`config.mk`:
```
export PLATFORM = sky130hd
export DESIGN_NAME = branch_cmp_pipe
export DESIGN_NICKNAME = d
export VERILOG_FILES = /design/src/rtl/branch_cmp_pipe.sv
export SDC_FILE = /design/constraint.sdc
export NUM_CORES = 1
export LEC_CHECK = 0
export BUFFER_PORTS_ARGS = -buffer_cell sky130_fd_sc_hd__buf_2
export CAP_MARGIN = 10
export CORE_ASPECT_RATIO = 1.2
export CORE_UTILIZATION = 43
export CTS_BUF_LIST = sky130_fd_sc_hd__clkbuf_2 sky130_fd_sc_hd__clkbuf_4 sky130_fd_sc_hd__clkbuf_8
export CTS_CLUSTER_SIZE = 20
export DETAILED_ROUTE_END_ITERATION = 10
export GPL_TIMING_DRIVEN = 0
export HOLD_SLACK_MARGIN = 0.05
export PLACE_DENSITY = 0.93
export RECOVER_POWER = 100
export SYNTH_ARGS = -nofsm -noshare
export SYNTH_HDL_FRONTEND = slang
export SYNTH_SLANG_ARGS = --single-unit
```
`constraint.sdc`:
```
create_clock -name clk -period 2 [get_ports clk]
set_input_delay 0.2 -clock clk [delete_from_list [all_inputs] [get_ports clk]]
set_output_delay 0.2 -clock clk [all_outputs]
set_load 0.02 [all_outputs]
```
`src/rtl/branch_cmp_pipe.sv`:
```
// Registered MIPS branch-condition resolver with valid/ready handshake and 2-entry skid buffer.
// Optional saturating result statistics when BCMP_STATS_EN is defined.
module branch_cmp_pipe #(
  parameter int unsigned DATA_W = 32,
  parameter int unsigned TAG_W  = 4,
  parameter int unsigned STAT_W = 16
) (
  input  logic              clk,
  input  logic              rst,
  input  logic              flush,
  input  logic              in_valid,
  output logic              in_ready,
  input  logic [2:0]        in_op,
  input  logic [DATA_W-1:0] in_rs,
  input  logic [DATA_W-1:0] in_rt,
  input  logic [TAG_W-1:0]  in_tag,
  output logic              out_valid,
  input  logic              out_ready,
  output logic              out_taken,
  output logic              out_ne,
  output logic [1:0]        out_sign,
  output logic [TAG_W-1:0]  out_tag
`ifdef BCMP_STATS_EN
  ,
  output logic [STAT_W-1:0] stat_taken,
  output logic [STAT_W-1:0] stat_total
`endif
);

  if (DATA_W < 2 || TAG_W < 1 || STAT_W < 1) begin : g_param_check
    $error("branch_cmp_pipe: DATA_W must be >= 2, TAG_W and STAT_W >= 1");
  end

  typedef enum logic [2:0] {
    OpBeq    = 3'b000,
    OpBne    = 3'b001,
    OpBlez   = 3'b010,
    OpBgtz   = 3'b011,
    OpBltz   = 3'b100,
    OpBgez   = 3'b101,
    OpAlways = 3'b110,
    OpNever  = 3'b111
  } op_e;

  typedef struct packed {
    logic             taken;
    logic             ne;
    logic [1:0]       sign;
    logic [TAG_W-1:0] tag;
  } res_t;

  logic cmp_ne, cmp_zero, cmp_neg;
  res_t cmp_res;

  always_comb begin
    cmp_ne   = (in_rs != in_rt);
    cmp_zero = (in_rs == '0);
    cmp_neg  = in_rs[DATA_W-1];

    cmp_res       = '0;
    cmp_res.ne    = cmp_ne;
    cmp_res.tag   = in_tag;
    cmp_res.sign  = cmp_zero ? 2'b00 : (cmp_neg ? 2'b10 : 2'b01);
    unique case (op_e'(in_op))
      OpBeq:    cmp_res.taken = !cmp_ne;
      OpBne:    cmp_res.taken = cmp_ne;
      OpBlez:   cmp_res.taken = cmp_zero | cmp_neg;
      OpBgtz:   cmp_res.taken = !cmp_zero & !cmp_neg;
      OpBltz:   cmp_res.taken = cmp_neg;
      OpBgez:   cmp_res.taken = !cmp_neg;
      OpAlways: cmp_res.taken = 1'b1;
      OpNever:  cmp_res.taken = 1'b0;
      default:  cmp_res.taken = 1'b0;
    endcase
  end

  logic or_valid_q, sk_valid_q, in_ready_q;
  res_t or_q, sk_q;
  logic accept, or_free;

  assign accept  = in_valid & in_ready_q;
  assign or_free = !or_valid_q | out_ready;

  // in_ready_q always mirrors !sk_valid_q, so SK is never full when a new request is accepted.
  always_ff @(posedge clk) begin
    if (rst) begin
      or_valid_q <= 1'b0;
      or_q       <= '0;
      sk_valid_q <= 1'b0;
      sk_q       <= '0;
      in_ready_q <= 1'b1;
    end else if (flush) begin
      or_valid_q <= 1'b0;
      sk_valid_q <= 1'b0;
      in_ready_q <= 1'b1;
    end else if (or_free) begin
      if (sk_valid_q) begin
        or_q       <= sk_q;
        or_valid_q <= 1'b1;
        sk_valid_q <= 1'b0;
        in_ready_q <= 1'b1;
      end else if (accept) begin
        or_q       <= cmp_res;
        or_valid_q <= 1'b1;
      end else begin
        or_valid_q <= 1'b0;
      end
    end else if (accept) begin
      sk_q       <= cmp_res;
      sk_valid_q <= 1'b1;
      in_ready_q <= 1'b0;
    end
  end

  assign in_ready  = in_ready_q;
  assign out_valid = or_valid_q;
  assign out_taken = or_q.taken;
  assign out_ne    = or_q.ne;
  assign out_sign  = or_q.sign;
  assign out_tag   = or_q.tag;

`ifdef BCMP_STATS_EN
  logic [STAT_W-1:0] stat_taken_q, stat_total_q;
  logic              out_hs;

  assign out_hs = or_valid_q & out_ready;

  // Counters survive flush; only rst clears them.
  always_ff @(posedge clk) begin
    if (rst) begin
      stat_taken_q <= '0;
      stat_total_q <= '0;
    end else if (out_hs) begin
      if (stat_total_q != '1) begin
        stat_total_q <= stat_total_q + 1'b1;
      end
      if (or_q.taken && (stat_taken_q != '1)) begin
        stat_taken_q <= stat_taken_q + 1'b1;
      end
    end
  end

  assign stat_taken = stat_taken_q;
  assign stat_total = stat_total_q;
`endif

endmodule

```
After elaboration in Yosys (flattened, before gate mapping) --
Cells that the tools add are included.
Storage, ports and cells: output and inout port bits 10, register bits after elaboration 19
Operators by class: equal/unequal tests 9, bitwise operators 6, reductions and logical operators 13, muxes and demuxes 10
Operators with widths (number):
- 32-bit logical NOT | 1
- 32-bit != test | 1
- 8-bit two-way mux | 2
- 3-bit == test (second input constant) | 4
- 1-bit case mux with 8 select lines | 1
- 3-bit by 2-bit == test with 1-bit output (second input constant) | 2
- 3-bit AND reduction | 2
- 1-bit two-way mux | 5
- 1-bit logical NOT | 4
- 2-bit two-way mux | 2
- 2-bit nonzero test | 2
- 3-bit by 1-bit == test with 1-bit output (second input constant) | 1
- 3-bit logical NOT | 1
- 3-bit OR reduction | 1
- 1-bit AND | 2
- 2-bit != test (second input constant) | 1
- 1-bit inverter | 2
- 1-bit OR | 2
- 2-bit AND reduction | 1
- 2-bit OR reduction | 1

Longest topological paths before layout --
Gate-level depths: netlist (run 1).
depth after elaboration 6, mapped depth 6

Least setup slack after synthesis (run 1) --
No wires, ideal clock.
path type register to register, start reg in_ready_q, in the netlist in_ready, end reg or_q (netlist bit out_taken), period minus slack after synthesis 1647 ps, path buffers 0, data arrival time 1574 ps, required time 1927 ps, slack 353 ps, stages on the path, launching flop included 6, cell sequence dfxtp_1 > a21oi_2 > or3_4 > or4_4 > a2bb2oi_1 > o211ai_2
Between the ends: longest elaborated chain between the ends 3
Ends and longest elaborated chain:
- start, declared | RTL line 77 | logic or_valid_q, sk_valid_q, in_ready_q;
- start signal, assigned | RTL line 91 | in_ready_q <= 1'b1;
- start signal, assigned | RTL line 95 | in_ready_q <= 1'b1;
- start signal, assigned | RTL line 101 | in_ready_q <= 1'b1;
- 1-bit AND | RTL line 81 | assign accept = in_valid & in_ready_q;
- 2-bit nonzero test (no line)
- 3-bit AND reduction (no line)
- end signal, assigned | RTL line 98 | or_q <= sk_q;
- end signal, assigned | RTL line 103 | or_q <= cmp_res;
- end, declared | RTL line 78 | res_t or_q, sk_q;
No other way between the ends. A chain may end at the register's enable or synchronous reset.

Worst setup path after layout (run 1) --
start reg or_valid_q, in the netlist out_valid, end reg or_q (netlist bit out_taken)
Between the ends: longest elaborated chain between the ends 3
Ends and longest elaborated chain:
- start, declared | RTL line 77
- start signal, assigned | RTL line 87 | or_valid_q <= 1'b0;
- start signal, assigned | RTL line 93 | or_valid_q <= 1'b0;
- start signal, assigned | RTL line 99 | or_valid_q <= 1'b1;
- 1-bit logical NOT | RTL line 82 | assign or_free = !or_valid_q | out_ready;
- 1-bit OR | RTL line 82
- 3-bit AND reduction (no line)
No other way between the ends.

==> results.ini, run 1 <==
[synthesis]
ys_top_cells_by_area=sky130_fd_sc_hd__dfxtp_1 (30%), sky130_fd_sc_hd__xor2_1 (22%), sky130_fd_sc_hd__nor4_1 (8.8%), sky130_fd_sc_hd__mux2i_1 (5.5%), sky130_fd_sc_hd__a211oi_1 (4.7%)
yosysUniqueCellTypes=31
syn_avg_cell_area_um2=8.49
synth-seq-area-share_pct=29.7
synth.net_count=227
yosys_register_bits=19
synth_area_leader_cell=sky130_fd_sc_hd__dfxtp_1
syn-cell-area_um2=1280
synthDominantCellAreaShare_pct=29.7
synth.yosys.warnings=0
netlist_instances=151

[clock_tree]
cts_tree=yes
cts-resized-gates=0
buffer_levels_on_the_longest_clock_path=2
cts.root.buffer_cell=sky130_fd_sc_hd__clkbuf_4
cts.repair_timing.setup_buffer_count=0
clk-insertion-delay-late_ns=0.31
inserted_clock_buffers=3
clk_pin_slew_worst_paths_ns=0.11
clock_sink_count=19
cts_hold_repair_buffers=0
htreeDepth=1

[detailed_routing]
drt_iter0_markers=33
detail_route.first_pass.iterations=4
dr_total_vias=1498
drt-total-wl_um=3710
drtAntennaViolNets=0
vias_per_cell=5.47
avgRoutedWirePerCell_um=13.5
post-route-drc-count=0

[power_and_ir_drop]
worst_ir_drop_vdd_v=0.000383
total_power_mw=0.840
power-per-cell-area_nw_per_um2=479
power_leakage_nw=0.764

[critical_path]
worstPathMaxFanout=5
cp.required_ns=2.25
critical_path.endpoint_type=flop
critical_path.slowest_cell=sky130_fd_sc_hd__or4_4
timing.critical_path.cells=nor2b_1 > or3_1 > or4_4 > a2bb2oi_1 > o211ai_2
critPathKind=reg2reg
critical_path_arrival_ns=1.94
startpoint_type=flop
critPathBufInv=0
critical_path.max_stage_delay_ns=0.45
top_family_by_delay_on_critical_path=simple AND/OR/NAND/NOR gates

[floorplan]
start_util_pct=45.6
die_h_um=61.8
io-pin-count=86
core_region_area_um2=2810
fp.dieArea_um2=3210
width_of_the_chip_um=51.9
placement_rows=21

[finish]
final_core_utilization_pct=62.3
areaGrowthSynthToFinish_pct=36.6
layout.cells.most_common=sky130_fd_sc_hd__buf_2
layoutNonFillerInstCount=274
antenna_cells_inserted=0
finish.net_count=317
final_cell_mix=sky130_fd_sc_hd__buf_2 (76), sky130_fd_sc_hd__xor2_1 (32), sky130_fd_sc_hd__dfxtp_1 (19), sky130_fd_sc_hd__nor4_1 (18), sky130_fd_sc_hd__clkbuf_1 (14)
post-route-cell-area_um2=1750
post_route_cells_drive_above_1_share_pct=35.4

[sta]
hold_viol=0
grt_setup_unrepaired=false
timing.clock.skew_ns=0.00157
layout_worst_path_cycle_share_pct=84.9
maxClockFrequency_mhz=589
setup_slack_ns=0.302
post-route-min-period_ns=1.70
tns_setup_ns=0
fin_hold_ws_ns=0.128
timing.slew.headroom_pct=66.4
setup_violations=0
worst_pin_slew_ns=0.501
timing.final.max_slew_violations=0

[placed_design]
numPortBuffers=85
post-dp-hpwl_um=3110
place.gp.congestion=0.749
placed_cells=270
dpl_cell_area_um2=1750
placement.setup.worst_slack_ns=0.115

[global_route]
overflow=0
grtUsageTotal_pct=25.2
grt_first_pass_wirelength_um=5840
antenna_found_initial=0
grt_max_degree=12
first_global_vias=1444

[status]
run_status=finished, final reports clean

[job]
count_of_max_cap_constraint_violations=0

[hold_path]
hold_path.class=in2reg

-- per-layer routing --
| layer | up-vias | track usage (%) | wire, µm |
|---|---|---|---|
| met5 | - | 0 | 0 |
| met4 | 0 | 16.6 | 151 |
| met3 | 12 | 2.92 | 290 |
| met2 | 90 | 50.7 | 1950 |
| met1 | 664 | 23.7 | 1320 |
| li1 | 732 | - | - |
-- cells in the mapped netlist --
library cell and instances:
sky130_fd_sc_hd__a211oi_1 8, sky130_fd_sc_hd__a21oi_1 8, sky130_fd_sc_hd__a21oi_2 1, sky130_fd_sc_hd__a2bb2oi_1 1, sky130_fd_sc_hd__a2bb2oi_2 1, sky130_fd_sc_hd__and3_1 1
sky130_fd_sc_hd__and4b_1 1, sky130_fd_sc_hd__buf_2 2, sky130_fd_sc_hd__clkbuf_1 3, sky130_fd_sc_hd__dfxtp_1 19, sky130_fd_sc_hd__inv_1 2, sky130_fd_sc_hd__mux2i_1 7
sky130_fd_sc_hd__nand2_1 13, sky130_fd_sc_hd__nand2b_1 2, sky130_fd_sc_hd__nand3_1 3, sky130_fd_sc_hd__nand4_1 4, sky130_fd_sc_hd__nand4b_1 1, sky130_fd_sc_hd__nor2_1 13
sky130_fd_sc_hd__nor2b_4 1, sky130_fd_sc_hd__nor3_1 1, sky130_fd_sc_hd__nor4_1 18, sky130_fd_sc_hd__o211ai_2 1, sky130_fd_sc_hd__o21a_1 1, sky130_fd_sc_hd__o21ai_2 1
sky130_fd_sc_hd__o311a_1 1, sky130_fd_sc_hd__o31ai_1 1, sky130_fd_sc_hd__or3_1 1, sky130_fd_sc_hd__or3_4 1, sky130_fd_sc_hd__or3b_1 1, sky130_fd_sc_hd__or4_4 1
sky130_fd_sc_hd__xor2_1 32
-- state kept, by name (all words and copies together), names as in the netlist --
name        cells
sk_q            8
out_tag         4
out_sign        2
in_ready        1
out_ne          1
out_taken       1
out_valid       1
sk_valid_q      1
-- kinds of logic after synthesis --
family / share of synthesized area [%]
buffers and inverters: 2.24
xor gates and xnor gates: 21.9
and+or+nand+nor: 26.8
AOI/OAI and AO/OA: 14.0
muxes: 5.46
DFF: 29.7
-- area by class of cell --
class | instances | area (µm²)
fill | 259 | 1060
clock inverter | 1 | 5.00
inverter | 2 | 7.51
tap | 34 | 42.5
buffer | 5 | 21.3
timing repair buffer | 85 | 412
multi-input combinational | 125 | 861
clock buffer | 3 | 22.5
sequential | 19 | 380
-- report_power, final --
part	total [mW]	internal, mW	switching (mW)
combinational	0.242	0.112	0.130
clock	0.197	0.0748	0.123
sequential	0.400	0.392	0.00748
total	0.840	0.579	0.260
-- final timing paths --
kind	to	slack (ns)	cells past startpoint	startpoint
setup / recovery	out_taken	0.30	5	out_valid
hold / removal	sk_q[3]	0.13	3	in_tag[3]
setup reg to reg	out_taken	0.30	5	out_valid
hold reg to reg	sk_q[1]	0.46	2	sk_q[1]
-- worst reg2reg max path: stages, from the launching register on --
cell	delay (ns)
sky130_fd_sc_hd__dfxtp_1	0.34
sky130_fd_sc_hd__nor2b_1	0.19
sky130_fd_sc_hd__or3_1	0.44
sky130_fd_sc_hd__or4_4	0.45
sky130_fd_sc_hd__a2bb2oi_1	0.16
sky130_fd_sc_hd__o211ai_2	0.07
(Power assumes the default switching activity.)
==> run 2: changes to the inputs <==
--- a/config.mk
+++ b/config.mk
@@ -8,13 +8,13 @@
 export BUFFER_PORTS_ARGS = -buffer_cell sky130_fd_sc_hd__buf_2
 export CAP_MARGIN = 10
 export CORE_ASPECT_RATIO = 1.2
-export CORE_UTILIZATION = 43
+export CORE_UTILIZATION = 39
 export CTS_BUF_LIST = sky130_fd_sc_hd__clkbuf_2 sky130_fd_sc_hd__clkbuf_4 sky130_fd_sc_hd__clkbuf_8
 export CTS_CLUSTER_SIZE = 20
 export DETAILED_ROUTE_END_ITERATION = 10
 export GPL_TIMING_DRIVEN = 0
 export HOLD_SLACK_MARGIN = 0.05
-export PLACE_DENSITY = 0.93
+export PLACE_DENSITY = 0.9
 export RECOVER_POWER = 100
 export SYNTH_ARGS = -nofsm -noshare
 export SYNTH_HDL_FRONTEND = slang
==> constraint.sdc (replaced) <==
create_clock -name clk -period 1.5 [get_ports clk]
set_input_delay 0.15 -clock clk [delete_from_list [all_inputs] [get_ports clk]]
set_output_delay 0.15 -clock clk [all_outputs]
set_load 0.02 [all_outputs]
==> run 2 against run 1 <==
  * The flow now finishes with violations (setup timing)
  * Fmax increased by 6.0%
  * Die area increased by 9.9%
  * Global-route usage shrank 2.0 points
  * Combinational power is 40% higher
  * Sequential share of layout area shrank 0.54 points
  * Flip-flop and latch count is the same
  * Power rose by 36%
  * Via count unchanged
  * First-iteration DRC count shrank 18%
  * Setup slack got worse by 0.40 ns
==> results.ini, run 2 (same netlist as run 1, synthesis figures left out) <==
[sta]
timing.final.max_slew_violations=0
layout_worst_path_cycle_share_pct=107
post-route-min-period_ns=1.60
grt_setup_unrepaired=true
setup_slack_ns=-0.101
timing.clock.skew_ns=0.000761
hold_viol=0
setup_violations=1
timing.slew.headroom_pct=70.5
maxClockFrequency_mhz=625
tns_setup_ns=-0.101
worst_pin_slew_ns=0.439

[placed_design]
placement.setup.worst_slack_ns=-0.355
numPortBuffers=85
place.gp.congestion=0.814
post-dp-hpwl_um=3050
dpl_cell_area_um2=1760

[clock_tree]
cts.root.buffer_cell=sky130_fd_sc_hd__clkbuf_4
clock_sink_count=19
buffer_levels_on_the_longest_clock_path=2
cts_hold_repair_buffers=0
clk_pin_slew_worst_paths_ns=0.11
cts_tree=yes
clk-insertion-delay-late_ns=0.31
htreeDepth=1
inserted_clock_buffers=3

[floorplan]
width_of_the_chip_um=54.4
io-pin-count=86
die_h_um=64.8
start_util_pct=41.6
core_region_area_um2=3080
placement_rows=22
fp.dieArea_um2=3520

[detailed_routing]
post-route-drc-count=0
drt_iter0_markers=27
avgRoutedWirePerCell_um=13.8
dr_total_vias=1498
drt-total-wl_um=3810
detail_route.first_pass.iterations=4
drtAntennaViolNets=0
vias_per_cell=5.41

[critical_path]
startpoint_type=flop
worstPathMaxFanout=5
setup.reg_to_reg.worst_slack_ns=-0.10
worstReg2RegEnd=out_taken
critical_path_arrival_ns=1.84
worst_r2r_startpoint=out_valid
crit_path_end=out_taken
worst_setup_path_startpoint=out_valid
critPathKind=reg2reg
critical_path.endpoint_type=flop
reg2regPathDepth=5
cp.required_ns=1.74

[finish]
layout.area.seq_um2=383
top_register=sk_q
final_cell_mix=sky130_fd_sc_hd__buf_2 (78), sky130_fd_sc_hd__xor2_1 (32), sky130_fd_sc_hd__dfxtp_1 (17), sky130_fd_sc_hd__nor4_1 (15)
post_route_cells_drive_above_1_share_pct=40.2
finish.net_count=318
layout.cells.most_common=sky130_fd_sc_hd__buf_2
multi_input_logic_area_um2=898
post-route-cell-area_um2=1810
largest_register_ff_count=8
antenna_cells_inserted=0
areaGrowthSynthToFinish_pct=41.0
fill_cells=285

[power_and_ir_drop]
worst_ir_drop_vdd_v=0.000436
power_leakage_nw=0.781
power-per-cell-area_nw_per_um2=631

[status]
failed_checks=setup timing
run_status=finished, violations left

[job]
count_of_max_cap_constraint_violations=0

[global_route]
antenna_found_initial=0
overflow=0
grt_max_degree=12
grt_first_pass_wirelength_um=5890
first_global_vias=1437
grtUsageTotal_pct=23.2

[hold_path]
hold_path.class=in2reg

run 2: changes by cell type in the layout (fill, tap and decap cells not counted), moves of 2 or more:
cell / change
sky130_fd_sc_hd__clkbuf_1: -3
sky130_fd_sc_hd__dfxtp_1: -2
sky130_fd_sc_hd__dfxtp_2: +2
sky130_fd_sc_hd__buf_2: +2
sky130_fd_sc_hd__buf_4: +2
sky130_fd_sc_hd__nor4_1: -3
sky130_fd_sc_hd__nor4_2: +3
run 2: metal layers:
| layer | vias up | share of wire [%] | GRT usage, % |
|---|---|---|---|
| li1 | 739 | - | - |
| met1 | 665 | 37 | 23.6 |
| met2 | 81 | 53 | 42.2 |
| met3 | 13 | 5.9 | 2.58 |
| met4 | 0 | 3.5 | 14.1 |
| met5 | - | 0 | 0 |
run 2: report_power, final:
group / switching [mW] / internal, mW / total, mW / leakage, nW
Clock: 0.171 / 0.0998 / 0.271 / 0.0177
Sequential: 0.00953 / 0.524 / 0.533 / 0.155
Combinational: 0.180 / 0.158 / 0.338 / 0.609
Total: 0.361 / 0.781 / 1.14 / 0.781
run 2: through the flow:
step                      std cells  hold WS (ns)  utilization [%]  power [mW]
after floorplan                 151         0.221                -       0.696
after global placement          272         0.390             56.9       0.864
after detailed placement        272         0.403             56.9       0.872
after CTS                       278        0.0650             58.7        1.14
after global routing            277        0.0761             58.6        1.20
final                           277        0.0714             58.6        1.14
run 2: what timing repair did:
action,4_1_cts,5_1_grt
resized for setup,2,2
pin swaps,1,0
setup buffers,2,0
endpoints found under the setup margin,2,8
run 2: final cells by class:
type / instances / area share [%]
clock buffer: 3 / 1.25
tap: 36 / 2.49
buffer: 4 / 0.969
multi-input combinational: 125 / 49.7
clock inverter: 1 / 0.277
sequential: 19 / 21.2
inverter: 2 / 0.415
timing repair buffer: 87 / 23.7
run 2: worst max-delay path, cell delays in order (launching register included):
cell and delay [ns]:
sky130_fd_sc_hd__dfxtp_2 0.33, sky130_fd_sc_hd__nor2b_4 0.13, sky130_fd_sc_hd__or3_4 0.39, sky130_fd_sc_hd__or4_4 0.44, sky130_fd_sc_hd__a2bb2oi_2 0.16, sky130_fd_sc_hd__o211ai_2 0.08
run 2: worst min path at each step:
stage                     cells past startpoint        end       from
after floorplan                               1  out_valid      flush
after global placement                        2  out_valid      flush
after detailed placement                      2  out_valid      flush
after CTS                                     2  out_valid      flush
after global routing                          3    sk_q[2]  in_tag[2]
final                                         2  out_valid      flush
==> run 3: changes to the inputs <==
==> constraint.sdc (replaced) <==
create_clock -name clk -period 1.5 [get_ports clk]
set_input_delay 0.3 -clock clk [delete_from_list [all_inputs] [get_ports clk]]
set_output_delay 0.3 -clock clk [all_outputs]
set_load 0.02 [all_outputs]
==> run 3 against run 2 <==
  * The flow still finishes with violations (setup timing)
  * Global-route usage down 0.89 points
  * Critical path depth unchanged
  * Design area up 5.4%
  * Clock skew up 0.0019 ns
  * Sequential share of layout area down 1.1 points
  * Clock-buffer cell count unchanged
  * Combinational power up 9.2%
  * Non-clock buffer count up 1
  * Setup slack better by 0.038 ns
  * Die area unchanged
  * Sequential power about the same
  * Critical endpoint unchanged
  * Hold slack better by 0.17 ns
==> results.ini, run 3 (same netlist as run 1, synthesis figures left out) <==
[sta]
grt_setup_unrepaired=true
tns_setup_ns=-0.0993
setup_slack_ns=-0.0627
worst_pin_slew_ns=0.484
timing.final.max_slew_violations=0
timing.clock.skew_ns=0.00267
maxClockFrequency_mhz=640
post-route-min-period_ns=1.56
fin_hold_ws_ns=0.238
setup_violations=2
hold_viol=0
timing.slew.headroom_pct=67.7
layout_worst_path_cycle_share_pct=104

[global_route]
grtUsageTotal_pct=22.3
globalRouteMet2Util_pct=43.6
grt_max_degree=12
grt_first_pass_wirelength_um=5770
first_global_vias=1450
antenna_found_initial=0
busiest_layer=met2
globalRouteMet1Util_pct=21.2
overflow=0
groute.layer.met3.usage_pct=3.52

[floorplan]
core_region_area_um2=3080
placement_rows=22
fp.dieArea_um2=3520
width_of_the_chip_um=54.4
start_util_pct=41.6
die_h_um=64.8
io-pin-count=86

[placed_design]
post-dp-hpwl_um=3010
placement.setup.worst_slack_ns=-0.452
dpl_cell_area_um2=1760
place.gp.congestion=0.815
numPortBuffers=85

[hold_path]
hold_path.class=in2reg
hold_depth=3

[detailed_routing]
post-route-drc-count=0
vias_per_cell=5.42
detail_route.first_pass.iterations=4
drt-total-wl_um=3940
dr_total_vias=1507
avgRoutedWirePerCell_um=14.2
drt_iter0_markers=18
drtAntennaViolNets=0

[finish]
post_route_cells_drive_above_1_share_pct=44.6
layout.cells.most_common=sky130_fd_sc_hd__buf_2
largest_register_ff_count=8
final_cell_mix=sky130_fd_sc_hd__buf_2 (76), sky130_fd_sc_hd__xor2_1 (32), sky130_fd_sc_hd__dfxtp_1 (17), sky130_fd_sc_hd__nand2_1 (13), sky130_fd_sc_hd__nor2_1 (12)
finish.net_count=319
final_core_utilization_pct=61.8
areaGrowthSynthToFinish_pct=48.6
antenna_cells_inserted=0
post-route-cell-area_um2=1910
top_register=sk_q

[critical_path]
critical_path.endpoint_type=flop
critPathKind=reg2reg
critical_path.slowest_cell=sky130_fd_sc_hd__or4_4
critical_path.max_stage_delay_ns=0.44
cp.required_ns=1.74
critical_path_arrival_ns=1.80
critPathBufInv=0
critical_path_cell_count=5
worstPathMaxFanout=5
top_family_by_delay_on_critical_path=simple AND/OR/NAND/NOR gates
reg2regPathDepth=5
timing.critical_path.cells=nor2b_4 > or3_4 > or4_4 > a2bb2oi_2 > o211ai_2
startpoint_type=flop

[status]
run_status=finished, violations left
failed_checks=setup timing

[power_and_ir_drop]
worst_ir_drop_vdd_v=0.000512
power-per-cell-area_nw_per_um2=610
power_leakage_nw=0.804

[clock_tree]
inserted_clock_buffers=3
clk-insertion-delay-late_ns=0.30
clock_sink_count=19
cts_tree=yes
htreeDepth=1
clk_pin_slew_worst_paths_ns=0.11
cts.root.buffer_cell=sky130_fd_sc_hd__clkbuf_4
buffer_levels_on_the_longest_clock_path=2

[job]
count_of_max_cap_constraint_violations=0

==> run 3: final timing paths <==
kind,startpoint,endpoint,slack [ns]
hold reg to reg,sk_q[5],sk_q[5],0.46
setup / recovery,out_valid,out_taken,-0.06
setup reg to reg,out_valid,out_taken,-0.06
hold / removal,in_tag[3],sk_q[3],0.24
==> run 3: per-stage QoR <==
stage                     total power [mW]  std cells
after floorplan                      0.696        151
after global placement               0.863        272
after detailed placement             0.872        272
after CTS                             1.14        278
after global routing                  1.23        278
final                                 1.16        278
==> run 3: worst min-delay path: stages <==
cell                      delay (ns)
sky130_fd_sc_hd__buf_2          0.10
sky130_fd_sc_hd__nand2_1        0.05
sky130_fd_sc_hd__a21oi_1        0.05
==> run 3: final cells by class <==
type	instances	area, µm²
Buffer	4	17.5
Sequential cell	19	383
Multi-Input combinational cell	125	976
Inverter	2	7.51
Fill cell	285	1180
Clock buffer	3	22.5
Timing Repair Buffer	88	449
Tap cell	36	45.0
Clock inverter	1	5.00
==> run 3: metal layers <==
metal  share of wire (%)  wire (µm)
met4                 1.9         73
met2                  55       2180
met1                  36       1410
met3                 6.9        271
met5                   0          0
==> run 3: timing repair <==
action / 4_1_cts / 5_1_grt
endpoints found under the setup margin: 4 / 9
pin swaps: 3 / 5
hold endpoints to repair: 0 / 0
cloned: 0 / 0
setup buffers: 2 / 1
hold buffers: 0 / 0
gates resized for setup: 6 / 14
==> run 3: power by group <==
| group | internal, mW | total [mW] | switching (mW) |
|---|---|---|---|
| logic | 0.170 | 0.369 | 0.199 |
| clock network | 0.0993 | 0.260 | 0.161 |
| registers | 0.524 | 0.534 | 0.00989 |
| total | 0.793 | 1.16 | 0.370 |
